File: src/rtl/adder_entry_ctrl_if.sv
// Channel bundle for adder_entry_ctrl: STDIN byte stream in, adder operands out,
// adder sum/carry back, and the captured result beat towards the display path.
interface adder_entry_ctrl_if #(
    parameter int W = 5
);
    logic         ch_valid;
    logic [7:0]   ch_data;
    logic         ch_ready;
    logic [W-1:0] add_x;
    logic [W-1:0] add_y;
    logic [W-1:0] add_s;
    logic         add_c;
    logic         res_valid;
    logic         res_ready;
    logic [W-1:0] res_x;
    logic [W-1:0] res_y;
    logic [W-1:0] res_s;
    logic         res_c;
    logic         err;

    modport master (
        input  ch_valid, ch_data, add_s, add_c, res_ready,
        output ch_ready, add_x, add_y, res_valid, res_x, res_y, res_s, res_c, err
    );

    modport slave (
        output ch_valid, ch_data, add_s, add_c, res_ready,
        input  ch_ready, add_x, add_y, res_valid, res_x, res_y, res_s, res_c, err
    );
endinterface

File: src/rtl/adder_entry_ctrl.sv
// Parses "DD<Enter>DD<Enter>" from a byte stream, loads the ripple adder operands,
// lets the adder settle, then presents {X, Y, S, C} as a single result beat.
module adder_entry_ctrl #(
    parameter int         W       = 5,
    parameter logic [7:0] ENTER_A = 8'h0A,
    parameter logic [7:0] ENTER_B = 8'h0D
) (
    input  logic                clk_i,
    input  logic                rst_i,
    adder_entry_ctrl_if.master  bus
);
    typedef enum logic [2:0] {
        X_HI, X_LO, X_END, Y_HI, Y_LO, Y_END, SETTLE, PRESENT
    } state_t;

    localparam logic [31:0] MAX_OP = (32'd1 << W) - 32'd1;

    state_t       state_q, state_d;
    logic [3:0]   tens_q, tens_d;
    logic [W-1:0] op_q, op_d;
    logic [W-1:0] add_x_q, add_x_d;
    logic [W-1:0] add_y_q, add_y_d;
    logic [W-1:0] res_x_q, res_x_d;
    logic [W-1:0] res_y_q, res_y_d;
    logic [W-1:0] res_s_q, res_s_d;
    logic         res_c_q, res_c_d;
    logic         res_valid_q, res_valid_d;
    logic         settle_q, settle_d;
    logic         err_q, err_d;
    logic         ch_ready_q, ch_ready_d;

    logic         byte_ok;
    logic         is_digit;
    logic         is_enter;
    logic         in_range;
    logic [7:0]   digit_full;
    logic [3:0]   digit;
    logic [6:0]   value7;

    assign byte_ok    = bus.ch_valid & ch_ready_q;
    assign is_digit   = (bus.ch_data >= 8'h30) && (bus.ch_data <= 8'h39);
    assign is_enter   = (bus.ch_data == ENTER_A) || (bus.ch_data == ENTER_B);
    assign digit_full = bus.ch_data - 8'h30;
    assign digit      = digit_full[3:0];
    assign value7     = ({3'b000, tens_q} * 7'd10) + {3'b000, digit};
    assign in_range   = ({25'd0, value7} <= MAX_OP);

    // Next-state and datapath updates; every error path restarts at X_HI.
    always_comb begin
        state_d     = state_q;
        tens_d      = tens_q;
        op_d        = op_q;
        add_x_d     = add_x_q;
        add_y_d     = add_y_q;
        res_x_d     = res_x_q;
        res_y_d     = res_y_q;
        res_s_d     = res_s_q;
        res_c_d     = res_c_q;
        res_valid_d = res_valid_q;
        settle_d    = settle_q;
        err_d       = 1'b0;
        case (state_q)
            X_HI, Y_HI: begin
                if (byte_ok && is_digit) begin
                    tens_d  = digit;
                    state_d = (state_q == X_HI) ? X_LO : Y_LO;
                end else if (byte_ok) begin
                    err_d   = 1'b1;
                    state_d = X_HI;
                end else begin
                    state_d = state_q;
                end
            end
            X_LO, Y_LO: begin
                if (byte_ok && is_digit && in_range) begin
                    op_d    = W'(value7);
                    state_d = (state_q == X_LO) ? X_END : Y_END;
                end else if (byte_ok) begin
                    err_d   = 1'b1;
                    state_d = X_HI;
                end else begin
                    state_d = state_q;
                end
            end
            X_END, Y_END: begin
                if (byte_ok && is_enter && (state_q == X_END)) begin
                    add_x_d = op_q;
                    state_d = Y_HI;
                end else if (byte_ok && is_enter) begin
                    add_y_d  = op_q;
                    settle_d = 1'b0;
                    state_d  = SETTLE;
                end else if (byte_ok) begin
                    err_d   = 1'b1;
                    state_d = X_HI;
                end else begin
                    state_d = state_q;
                end
            end
            // The adder gets one full cycle with stable operands before capture.
            SETTLE: begin
                if (settle_q) begin
                    res_x_d     = add_x_q;
                    res_y_d     = add_y_q;
                    res_s_d     = bus.add_s;
                    res_c_d     = bus.add_c;
                    res_valid_d = 1'b1;
                    state_d     = PRESENT;
                end else begin
                    settle_d = 1'b1;
                end
            end
            PRESENT: begin
                if (bus.res_ready) begin
                    res_valid_d = 1'b0;
                    state_d     = X_HI;
                end else begin
                    res_valid_d = 1'b1;
                end
            end
            default: begin
                state_d = X_HI;
            end
        endcase
        ch_ready_d = (state_d != SETTLE) && (state_d != PRESENT);
    end

    // State and output registers with synchronous reset.
    always_ff @(posedge clk_i) begin
        if (rst_i) begin
            state_q     <= X_HI;
            tens_q      <= 4'd0;
            op_q        <= '0;
            add_x_q     <= '0;
            add_y_q     <= '0;
            res_x_q     <= '0;
            res_y_q     <= '0;
            res_s_q     <= '0;
            res_c_q     <= 1'b0;
            res_valid_q <= 1'b0;
            settle_q    <= 1'b0;
            err_q       <= 1'b0;
            ch_ready_q  <= 1'b1;
        end else begin
            state_q     <= state_d;
            tens_q      <= tens_d;
            op_q        <= op_d;
            add_x_q     <= add_x_d;
            add_y_q     <= add_y_d;
            res_x_q     <= res_x_d;
            res_y_q     <= res_y_d;
            res_s_q     <= res_s_d;
            res_c_q     <= res_c_d;
            res_valid_q <= res_valid_d;
            settle_q    <= settle_d;
            err_q       <= err_d;
            ch_ready_q  <= ch_ready_d;
        end
    end

    assign bus.ch_ready  = ch_ready_q;
    assign bus.add_x     = add_x_q;
    assign bus.add_y     = add_y_q;
    assign bus.res_x     = res_x_q;
    assign bus.res_y     = res_y_q;
    assign bus.res_s     = res_s_q;
    assign bus.res_c     = res_c_q;
    assign bus.res_valid = res_valid_q;
    assign bus.err       = err_q;
endmodule

File: src/flat_wrapper.sv
// flat-port wrapper written by rule: the top's interface ports become plain ports
module adder_entry_ctrl_flat 
#(
    parameter int         W       = 5,
    parameter logic [7:0] ENTER_A = 8'h0A,
    parameter logic [7:0] ENTER_B = 8'h0D
)
  (clk_i, rst_i, bus_ch_valid, bus_ch_data, bus_add_s, bus_add_c, bus_res_ready, bus_ch_ready, bus_add_x, bus_add_y, bus_res_valid, bus_res_x, bus_res_y, bus_res_s, bus_res_c, bus_err);
  adder_entry_ctrl_if #(.W(W)) bus_i ();
  input  logic clk_i;
  input  logic rst_i;
  input wire logic [$bits(bus_i.ch_valid)-1:0] bus_ch_valid;
  input wire logic [$bits(bus_i.ch_data)-1:0] bus_ch_data;
  input wire logic [$bits(bus_i.add_s)-1:0] bus_add_s;
  input wire logic [$bits(bus_i.add_c)-1:0] bus_add_c;
  input wire logic [$bits(bus_i.res_ready)-1:0] bus_res_ready;
  output wire logic [$bits(bus_i.ch_ready)-1:0] bus_ch_ready;
  output wire logic [$bits(bus_i.add_x)-1:0] bus_add_x;
  output wire logic [$bits(bus_i.add_y)-1:0] bus_add_y;
  output wire logic [$bits(bus_i.res_valid)-1:0] bus_res_valid;
  output wire logic [$bits(bus_i.res_x)-1:0] bus_res_x;
  output wire logic [$bits(bus_i.res_y)-1:0] bus_res_y;
  output wire logic [$bits(bus_i.res_s)-1:0] bus_res_s;
  output wire logic [$bits(bus_i.res_c)-1:0] bus_res_c;
  output wire logic [$bits(bus_i.err)-1:0] bus_err;
  assign bus_i.ch_valid = bus_ch_valid;
  assign bus_i.ch_data = bus_ch_data;
  assign bus_i.add_s = bus_add_s;
  assign bus_i.add_c = bus_add_c;
  assign bus_i.res_ready = bus_res_ready;
  assign bus_ch_ready = bus_i.ch_ready;
  assign bus_add_x = bus_i.add_x;
  assign bus_add_y = bus_i.add_y;
  assign bus_res_valid = bus_i.res_valid;
  assign bus_res_x = bus_i.res_x;
  assign bus_res_y = bus_i.res_y;
  assign bus_res_s = bus_i.res_s;
  assign bus_res_c = bus_i.res_c;
  assign bus_err = bus_i.err;
  adder_entry_ctrl #(.W(W), .ENTER_A(ENTER_A), .ENTER_B(ENTER_B)) u_core (.clk_i(clk_i), .rst_i(rst_i), .bus(bus_i));
endmodule
File: config.mk
export PLATFORM = sky130hd
export DESIGN_NAME = adder_entry_ctrl_flat
export DESIGN_NICKNAME = d
export VERILOG_FILES = /design/src/rtl/adder_entry_ctrl_if.sv /design/src/rtl/adder_entry_ctrl.sv /design/src/flat_wrapper.sv
export SDC_FILE = /design/constraint.sdc
export NUM_CORES = 1
export LEC_CHECK = 0
export ABC_AREA = 1
export BUFFER_PORTS_ARGS = -buffer_cell sky130_fd_sc_hd__buf_4
export CAP_MARGIN = 20
export CELL_PAD_IN_SITES_DETAIL_PLACEMENT = 1
export CELL_PAD_IN_SITES_GLOBAL_PLACEMENT = 1
export CORE_MARGIN = 10
export CORE_UTILIZATION = 41
export CTS_BUF_LIST = sky130_fd_sc_hd__clkbuf_8
export CTS_CLUSTER_DIAMETER = 100
export DETAILED_ROUTE_END_ITERATION = 16
export PLACE_DENSITY_LB_ADDON = 0.1
export SKIP_LAST_GASP = 1
export SLEW_MARGIN = 25
export SYNTH_ARGS = -nofsm -noshare
export SYNTH_HDL_FRONTEND = slang
export SYNTH_SLANG_ARGS = --single-unit
File: constraint.sdc
create_clock -name clk_i -period 3.03 [get_ports clk_i]
set_input_delay 0.303 -clock clk_i [delete_from_list [all_inputs] [get_ports clk_i]]
set_output_delay 0.303 -clock clk_i [all_outputs]
set_load 0.02 [all_outputs]
==> results of run 1 <==
==> worst min path at each step <==
stage	startpoint	endpoint	slack [ps]	cells after the start
after floorplan	bus_ch_data[3]	u_core.tens_q[3]	450	2
after global placement	u_core.bus.res_s[1]	u_core.bus.res_s[1]	450	2
after detailed placement	u_core.bus.res_s[0]	u_core.bus.res_s[0]	460	2
after CTS	bus_add_c	u_core.bus.res_c	280	3
after global routing	bus_add_c	u_core.bus.res_c	280	3
final	bus_add_s[1]	u_core.bus.res_s[1]	280	3
==> power by group through the flow <==
stage | registers, mW | clock network [mW] | logic [mW]
floorplan | 0.590 | 0 | 0.165
global placement | 0.590 | 0 | 0.230
detailed placement | 0.590 | 0 | 0.235
CTS | 0.576 | 0.449 | 0.237
global route | 0.578 | 0.469 | 0.259
finish | 0.576 | 0.435 | 0.233
==> cell families (layout without fill, tap and decap cells) <==
logic type	count (synthesis)	in the layout	share of synthesized area (%)
flops	42	42	38.93
simple gates	116	116	30.01
xor+xnor	4	4	1.623
buf+inv	38	85	6.778
fa+ha+maj	9	9	5.910
compound gates	66	66	16.74
==> worst reg2reg max path: stages (launching register included) <==
cell     delay (ps)
dfxtp_1         400
ha_1            270
ha_1            200
inv_1            80
fa_1            450
nor2_1          210
nand3_1         110
nand3_1         100
nand2_2          90
nand2_2         100
nand2_1          60
nand3_2          60
nand3_2          70
nand2_1          70
inv_1            40
==> final cells by class <==
type | count | area, um2
clock buffer | 5 | 68.82
clock inverter | 3 | 41.29
fill | 645 | 2435
inverter | 31 | 116.4
multi-input combinational | 195 | 1172
sequential | 42 | 840.8
tap | 70 | 87.58
timing repair buffer | 46 | 345.3
==> cell usage after synthesis <==
cell type  instances  area (um2)
buf_2              3       15.01
nand3b_1           1       7.510
a31oi_4            1       21.27
o21ai_0           13       65.06
nor2_2             4       25.02
nand3_4            2       35.03
nand2_1           48       180.2
nor4b_1            1       8.760
a31oi_1            2       12.51
a21oi_1           39       195.2
nand2_4            1       11.26
nor3_1             1       5.000
nor2_8             2       40.04
fa_1               2       40.04
o21a_1             5       37.54
clkbuf_1           4       15.01
nand3_2            5       50.05
inv_1             25       93.84
nor2_4             2       22.52
dfxtp_1           42       840.8
o21ai_1            6       30.03
or2_4              2       17.52
xor2_1             3       26.28
nand2_2            5       31.28
xnor2_1            1       8.760
nor2_1             7       26.28
ha_1               7       87.58
inv_2              6       22.52
nand4_1            2       12.51
nand3_1           31       155.2
nor3_2             2       20.02
==> metrics by stage <==
stage	setup WS [ps]	cell area (um2)	std cells
floorplan	844.7	2160	275
global placement	739.2	2562	384
detailed placement	620.2	2562	384
CTS	607.0	2673	392
global route	443.1	2673	392
finish	634.9	2673	392
==> metal layers <==
layer / share of wire (%) / track usage (%)
met5: 0 / 0
met3: 4.1 / 3.713
met2: 51 / 24.65
met4: 0.77 / 4.242
met1: 45 / 16.34
==> state kept, by name, indices dropped and copies added, names as in the netlist <==
register	cells
u_core.bus.add_x	5
u_core.bus.add_y	5
u_core.bus.ch_ready	1
u_core.bus.err	1
u_core.bus.res_c	1
u_core.bus.res_s	5
u_core.bus.res_valid	1
u_core.bus.res_x	5
u_core.bus.res_y	5
u_core.op_q	5
u_core.settle_q	1
u_core.state_q	3
u_core.tens_q	4
==> impl_metrics.py, run 1 <==
metrics = {
    "status": {
        "status": "complete, no violations",
    },
    "setup_path": {
        "setup.worst_path.end": "u_core.state_q[2]",
        "required_ps": 3220,
        "timing.rr.end": "u_core.state_q[2]",
        "path_max_fanout": 4,
        "path_class": "register to register",
        "crit_arrival_ps": 2590,
        "cp_top_family": "adder cells",
        "worstSetupStartpoint": "u_core.tens_q[1]",
        "reg2reg_slack_ps": 630,
        "crit_path_top_delay_cell": "fa_1",
        "cp.depth": 14,
        "cp-start-kind": "register",
        "endpoint_kind": "register",
        "cp_num_buf_inv": 2,
        "cp_slowest_stage_delay_ps": 450,
        "path_cells": "ha_1 -> ha_1 -> inv_1 -> fa_1 -> nor2_1 -> nand3_1 -> nand3_1 -> nand2_2 -> nand2_2 -> nand2_1 -> nand3_2 -> nand3_2 -> nand2_1 -> inv_1",
        "rr_startpoint": "u_core.tens_q[1]",
        "ff2ff_path_depth": 14,
    },
    "synthesis": {
        "synth-seq-area-share_pct": 38.93,
        "syn_area_um2": 2160,
        "synth_cell_type_count": 31,
        "synth_warnings": 0,
        "syn_avg_cell_area_um2": 7.853,
        "synth_cells": 275,
        "synth_seq_cells": 42,
        "synth_nets": 302,
    },
    "power_and_ir_drop": {
        "powerDensity_nw_per_um2": 465.7,
        "p_seq_share_pct": 46.3,
        "total_leakage_power_nw": 1.196,
        "swShare_pct": 28.70,
        "pwr-share-comb_pct": 18.8,
        "vdd_drop_max_mv": 0.4651,
        "power_mw": 1.244,
        "p_switching_uw": 357.2,
        "clockPowerShare_pct": 35.0,
        "intPower_uw": 887.3,
    },
    "sta": {
        "min_period_ps": 2395,
        "worstMarginPinSlew_ps": 724.0,
        "finalSetupViolCount": 0,
        "slew_violations": 0,
        "fin_skew_ps": 8.957,
        "period_share_pct": 79.05,
        "max_freq_mhz": 417.5,
        "fin_tns_setup_ps": 0,
        "slew_headroom_pct": 51.67,
        "rsz0062_at_grt": "no",
        "fin_hold_ws_ps": 284.0,
        "hold_viol": 0,
    },
    "route": {
        "drt_iter0_markers": 31,
        "routed_wl_mm": 5.996,
        "routed_via_density": 5.033,
        "ant_nets": 0,
        "avgRoutedWirePerCell_um": 15.30,
        "vias": 1973,
        "drtPass1Iterations": 2,
        "route.detailed.drc": 0,
    },
    "clocking": {
        "post_cts_resized": 0,
        "hold_buffers": 0,
        "cts_sinks": 42,
        "cts_root_buffer": "clkbuf_8",
        "path_clk_slew_ps": 80,
        "numCtsBuffers": 5,
        "cts_buffer_depth": 2,
        "h-tree-depth": 2,
        "cts_setup_buffers": 0,
        "cts_tree": "yes",
        "clock_latency_ps": 290,
    },
    "layout": {
        "drive_gt1_share_pct": 26.40,
        "finalCoreUtilization_pct": 52.33,
        "final_nets": 348,
        "final_cell_mix": "nand2_1 (48), buf_4 (46), dfxtp_1 (42), a21oi_1 (39), nand3_1 (31)",
        "insertedDiodeCount": 0,
        "layout_commonest_cell": "nand2_1",
        "syn2layout_area_growth_pct": 23.75,
    },
    "floorplan": {
        "placeableCoreArea_um2": 5107,
        "die_width_um": 92.58,
        "die_area_um2": 8570,
        "start_util_pct": 42.28,
        "fp-row-count": 26,
        "die_y_um": 92.58,
        "ios": 47,
    },
    "worst_hold_path": {
        "hold_class": "primary input to register",
    },
    "global_routing": {
        "grt_first_pass_wirelength_mm": 10.01,
        "grt_max_degree": 25,
        "grtUsageTotal_pct": 14.06,
        "grt_pass1_vias": 2069,
        "grt.overflow.total": 0,
        "antenna_found_initial": 0,
    },
    "place": {
        "place_hpwl_mm": 4.668,
        "io_buffers": 46,
        "place_congestion": 0.8446,
    },
    "flow_run": {
        "cap_violations": 0,
    },
}
No activity file was read; power rests on OpenSTA's default activity.
==> inputs of run 2 (changes only) <==
--- a/config.mk
+++ b/config.mk
@@ -11,7 +11,7 @@
 export CELL_PAD_IN_SITES_DETAIL_PLACEMENT = 1
 export CELL_PAD_IN_SITES_GLOBAL_PLACEMENT = 1
 export CORE_MARGIN = 10
-export CORE_UTILIZATION = 41
+export CORE_UTILIZATION = 37
 export CTS_BUF_LIST = sky130_fd_sc_hd__clkbuf_8
 export CTS_CLUSTER_DIAMETER = 100
 export DETAILED_ROUTE_END_ITERATION = 16
==> constraint.sdc (replaced) <==
create_clock -name clk_i -period 2.2 [get_ports clk_i]
set_input_delay 0.22 -clock clk_i [delete_from_list [all_inputs] [get_ports clk_i]]
set_output_delay 0.22 -clock clk_i [all_outputs]
set_load 0.02 [all_outputs]
==> impl_metrics.py, run 2 (synthesis results as in run 1) <==
metrics = {
    "status": {
        "status": "complete, no violations",
    },
    "floorplan": {
        "die_y_um": 96.40,
        "ios": 47,
        "placeableCoreArea_um2": 5574,
        "start_util_pct": 38.74,
        "die_area_um2": 9293,
        "die_width_um": 96.40,
        "fp-row-count": 27,
    },
    "route": {
        "routed_via_density": 5.157,
        "vias": 2068,
        "routed_wl_mm": 6.341,
        "route.detailed.drc": 0,
        "ant_nets": 0,
        "drtPass1Iterations": 4,
        "drt_iter0_markers": 60,
        "avgRoutedWirePerCell_um": 15.81,
    },
    "sta": {
        "slew_headroom_pct": 60.37,
        "fin_skew_ps": 4.775,
        "fin_tns_setup_ps": 0,
        "slew_violations": 0,
        "finalSetupViolCount": 0,
        "hold_viol": 0,
        "worstMarginPinSlew_ps": 593.8,
        "max_freq_mhz": 456.9,
        "rsz0062_at_grt": "yes",
        "fin_hold_ws_ps": 197.8,
        "min_period_ps": 2189,
        "period_share_pct": 99.49,
    },
    "global_routing": {
        "grtUsageTotal_pct": 13.56,
        "grt_max_degree": 25,
        "grt_pass1_vias": 2100,
        "antenna_found_initial": 0,
        "grt_first_pass_wirelength_mm": 9.991,
        "grt.overflow.total": 0,
    },
    "clocking": {
        "cts_buffer_depth": 2,
        "path_clk_slew_ps": 80,
        "cts_root_buffer": "clkbuf_8",
        "h-tree-depth": 2,
        "numCtsBuffers": 5,
        "cts_tree": "yes",
        "cts_sinks": 42,
        "clock_latency_ps": 300,
    },
    "setup_path": {
        "timing.rr.end": "u_core.op_q[3]",
        "endpoint_kind": "register",
        "rr_startpoint": "u_core.tens_q[3]",
        "cp_slowest_stage_delay_ps": 450,
        "path_max_fanout": 5,
        "reg2reg_slack_ps": 10,
        "ff2ff_path_depth": 12,
        "crit_arrival_ps": 2410,
        "cp-start-kind": "register",
        "path_class": "register to register",
        "cp_num_buf_inv": 4,
        "path_cells": "ha_4 -> ha_4 -> inv_2 -> fa_2 -> inv_1 -> nand3_1 -> nand2_2 -> inv_2 -> nor2_8 -> buf_6 -> nand3_4 -> a21oi_1",
        "required_ps": 2420,
        "crit_path_top_delay_cell": "fa_2",
        "cp_top_family": "adder cells",
    },
    "layout": {
        "insertedDiodeCount": 0,
        "syn2layout_area_growth_pct": 30.24,
        "final_nets": 355,
        "finalCoreUtilization_pct": 50.46,
        "fin_cells": 401,
        "final_cell_mix": "buf_4 (51), nand2_1 (46), dfxtp_1 (39), a21oi_1 (35), nand3_1 (29)",
        "layout_commonest_cell": "buf_4",
        "drive_gt1_share_pct": 34.35,
    },
    "power_and_ir_drop": {
        "power_mw": 1.670,
        "powerDensity_nw_per_um2": 593.8,
        "total_leakage_power_nw": 1.230,
        "vdd_drop_max_mv": 0.3462,
    },
    "flow_run": {
        "cap_violations": 0,
    },
    "worst_hold_path": {
        "whs_endpoint": "u_core.bus.res_s[0]",
        "hold_class": "primary input to register",
        "holdCritStartpoint": "bus_add_s[0]",
        "min_path_cells": 3,
    },
    "place": {
        "place_congestion": 0.8264,
        "dp_cells": 390,
        "io_buffers": 46,
        "place_hpwl_mm": 4.660,
    },
}
==> run 2: cell count changes in the layout (fill, tap and decap cells not counted), moves of 2 or more <==
cell     previous run  this run
buf_4              46        51
a21oi_1            39        35
a21oi_2             0         4
dfxtp_1            42        39
dfxtp_2             0         3
ha_1                7         4
inv_1              26        23
ha_4                0         2
inv_2               6         8
nand2_1            48        46
nand3_1            31        29
nand3_4             2         4
o21ai_1             6         4
o21ai_2             0         2
==> run 2: area by class of cell <==
class	instances	area (um2)
Clock buffer	6	82.58
Fill cell	680	2761
Sequential cell	42	844.6
Tap cell	72	90.09
Multi-Input combinational cell	196	1272
Inverter	31	116.4
Clock inverter	2	12.51
Timing Repair Buffer	52	394.1
==> run 2: metrics by stage <==
stage	instance area (um2)	worst slack, ps
after floorplan	2160	14.70
after global placement	2595	-34.33
after detailed placement	2595	-163.6
after CTS	2733	-9.307
after global routing	2813	-98.83
final	2813	11.31
==> run 2: power breakdown <==
part           leakage (nW)  switching (mW)  internal (mW)
Combinational         0.843           0.235          0.117
Clock                0.0472           0.272          0.252
Sequential            0.340          0.0170          0.777
==> run 2: worst reg2reg max path: cells and delay by family, from the launching register on <==
family,cells,cell delay (ps)
adder cells (fa/ha/maj),3,860
AO/OA/AOI/OAI,1,180
buffers and inverters,4,300
flip-flops,1,350
AND/OR/NAND/NOR,4,450
==> run 2: worst max-delay path by stage <==
stage,start,endpoint,slack (ps),cells after the start
after CTS,u_core.tens_q[3],u_core.state_q[2],-9,14
after global routing,u_core.tens_q[3],u_core.state_q[2],-100,14
after floorplan,u_core.tens_q[1],u_core.state_q[2],10,12
final,u_core.tens_q[3],u_core.op_q[3],10,12
after global placement,u_core.tens_q[1],u_core.state_q[2],-30,12
after detailed placement,u_core.tens_q[1],u_core.state_q[2],-160,14
==> run 2: layer usage <==
layer	global-route usage, %	part of all wire [%]	vias to the layer above
met5	0	0	-
met3	3.470	4.5	11
li1	-	-	1022
met2	23.49	50	34
met1	16.03	45	1001
met4	4.358	1.4	0
==> run 2: what timing repair did <==
| item | in CTS | in global routing |
|---|---|---|
| endpoints found under the setup margin | 10 | 8 |
| hold buffers | 0 | 0 |
| setup buffers | 0 | 2 |
| gates resized for setup | 10 | 15 |
| cloned | 0 | 1 |
| pin swaps | 9 | 6 |
==> inputs of run 3 (changes only) <==
--- a/config.mk
+++ b/config.mk
@@ -16,6 +16,7 @@
 export CTS_CLUSTER_DIAMETER = 100
 export DETAILED_ROUTE_END_ITERATION = 16
 export PLACE_DENSITY_LB_ADDON = 0.1
+export RECOVER_POWER = 25
 export SKIP_LAST_GASP = 1
 export SLEW_MARGIN = 25
 export SYNTH_ARGS = -nofsm -noshare
==> impl_metrics.py, run 3 (synthesis results as in run 1) <==
metrics = {
    "route": {
        "routed_via_density": 5.127,
        "ant_nets": 0,
        "drtPass1Iterations": 4,
        "vias": 2056,
        "route.detailed.drc": 0,
        "avgRoutedWirePerCell_um": 15.82,
        "drt_iter0_markers": 65,
        "routed_wl_mm": 6.344,
    },
    "global_routing": {
        "grtUsageTotal_pct": 13.56,
        "grt.overflow.total": 0,
        "grt_first_pass_wirelength_mm": 9.991,
        "met3_usage_pct": 3.470,
        "globalRouteMet1Util_pct": 16.03,
        "grt_pass1_vias": 2100,
        "grt_max_degree": 25,
        "grt-busiest-layer": "met2",
        "grt_use_met2_pct": 23.49,
        "antenna_found_initial": 0,
    },
    "floorplan": {
        "die_y_um": 96.40,
        "fp-row-count": 27,
        "ios": 47,
        "start_util_pct": 38.74,
        "die_area_um2": 9293,
        "die_width_um": 96.40,
        "placeableCoreArea_um2": 5574,
    },
    "clocking": {
        "cts_sinks": 42,
        "cts_tree": "yes",
        "cts_root_buffer": "clkbuf_8",
        "numCtsBuffers": 5,
        "clock_latency_ps": 300,
        "path_clk_slew_ps": 80,
        "cts_buffer_depth": 2,
        "hold_buffers": 0,
        "h-tree-depth": 2,
    },
    "layout": {
        "insertedDiodeCount": 0,
        "final_nets": 355,
        "layout.cell_area.non_filler_um2": 2756,
        "fin_cells": 401,
        "drive_gt1_share_pct": 29.79,
        "syn2layout_area_growth_pct": 27.64,
        "finalCoreUtilization_pct": 49.45,
        "fill_cells": 686,
        "layout_commonest_cell": "nand2_1",
        "final_cell_mix": "nand2_1 (46), dfxtp_1 (39), buf_4 (36), a21oi_1 (35), nand3_1 (29)",
    },
    "setup_path": {
        "path_class": "register to register",
        "required_ps": 2420,
        "endpoint_kind": "register",
        "path_max_fanout": 5,
        "cp-start-kind": "register",
        "crit_arrival_ps": 2410,
    },
    "sta": {
        "slew_headroom_pct": 60.44,
        "worstMarginPinSlew_ps": 592.8,
        "fin_tns_setup_ps": 0,
        "fin_skew_ps": 4.206,
        "max_freq_mhz": 456.9,
        "period_share_pct": 99.49,
        "min_period_ps": 2189,
        "finalSetupViolCount": 0,
        "hold_viol": 0,
        "rsz0062_at_grt": "yes",
        "slew_violations": 0,
    },
    "place": {
        "place_hpwl_mm": 4.660,
        "io_buffers": 46,
        "place_congestion": 0.8264,
        "dp_cells": 390,
        "dpl_cell_area_um2": 2595,
    },
    "worst_hold_path": {
        "hold_class": "primary input to register",
    },
    "status": {
        "status": "complete, no violations",
    },
    "power_and_ir_drop": {
        "vdd_drop_max_mv": 0.3471,
        "powerDensity_nw_per_um2": 605.5,
        "total_leakage_power_nw": 1.167,
        "power_mw": 1.669,
    },
    "flow_run": {
        "cap_violations": 0,
    },
}
## run 3: changes by cell type in the layout (fill, tap and decap cells not counted), sizes merged
cell | before | now
buf | 52 | 37
clkbuf | 6 | 21
## run 3: critical path, cell delays in order, from the launching register on
cell	delay, ps
dfxtp_2	350
ha_4	240
ha_4	150
inv_2	40
fa_2	450
inv_1	80
nand3_1	100
nand2_2	80
inv_2	50
nor2_8	160
buf_6	130
nand3_4	110
a21oi_1	180
## run 3: path summary, 6_finish.rpt
path                       startpoint                   to  slack (ps)  cells after the start
setup reg to reg     u_core.tens_q[3]       u_core.op_q[3]          10                     12
setup / recovery     u_core.tens_q[3]       u_core.op_q[3]          10                     12
hold reg to reg   u_core.bus.res_x[3]  u_core.bus.res_x[3]         470                      2
hold / removal           bus_add_s[0]  u_core.bus.res_s[0]         200                      3
## run 3: final cells by class
class	instances	area, um2	area share (%)
Clock buffer	6	82.58	2.996
Clock inverter	2	12.51	0.4539
Inverter	31	116.4	4.222
Multi-Input combinational cell	196	1272	46.16
Sequential cell	42	844.6	30.64
Tap cell	72	90.09	3.268
Timing Repair Buffer	52	337.8	12.26
## run 3: metal layers
metal	vias to the layer above	share of wire, %
met1	997	45
met3	9	4.3
li1	1022	-
met5	-	0
met4	0	1.3
met2	28	50
## run 3: stage by stage
stage	setup slack, ps	hold WS (ps)
2_1_floorplan	14.70	362.1
3_3_place_gp	-34.33	449.2
3_5_place_dp	-163.6	453.7
4_1_cts	-9.307	198.8
5_1_grt	-98.83	197.0
6_report	11.17	197.1
## run 3: report_power, final
group	internal [mW]	switching, mW
combinational	0.115	0.234
sequential	0.777	0.0169
clock	0.252	0.273
## run 3: timing repair
item                                    CTS  global route
endpoints found under the hold margin     0             0
gates cloned                              0             1
setup buffers                             0             2
pin swaps                                 9             6
endpoints found under the setup margin   10             8
gates resized for setup                  10            15
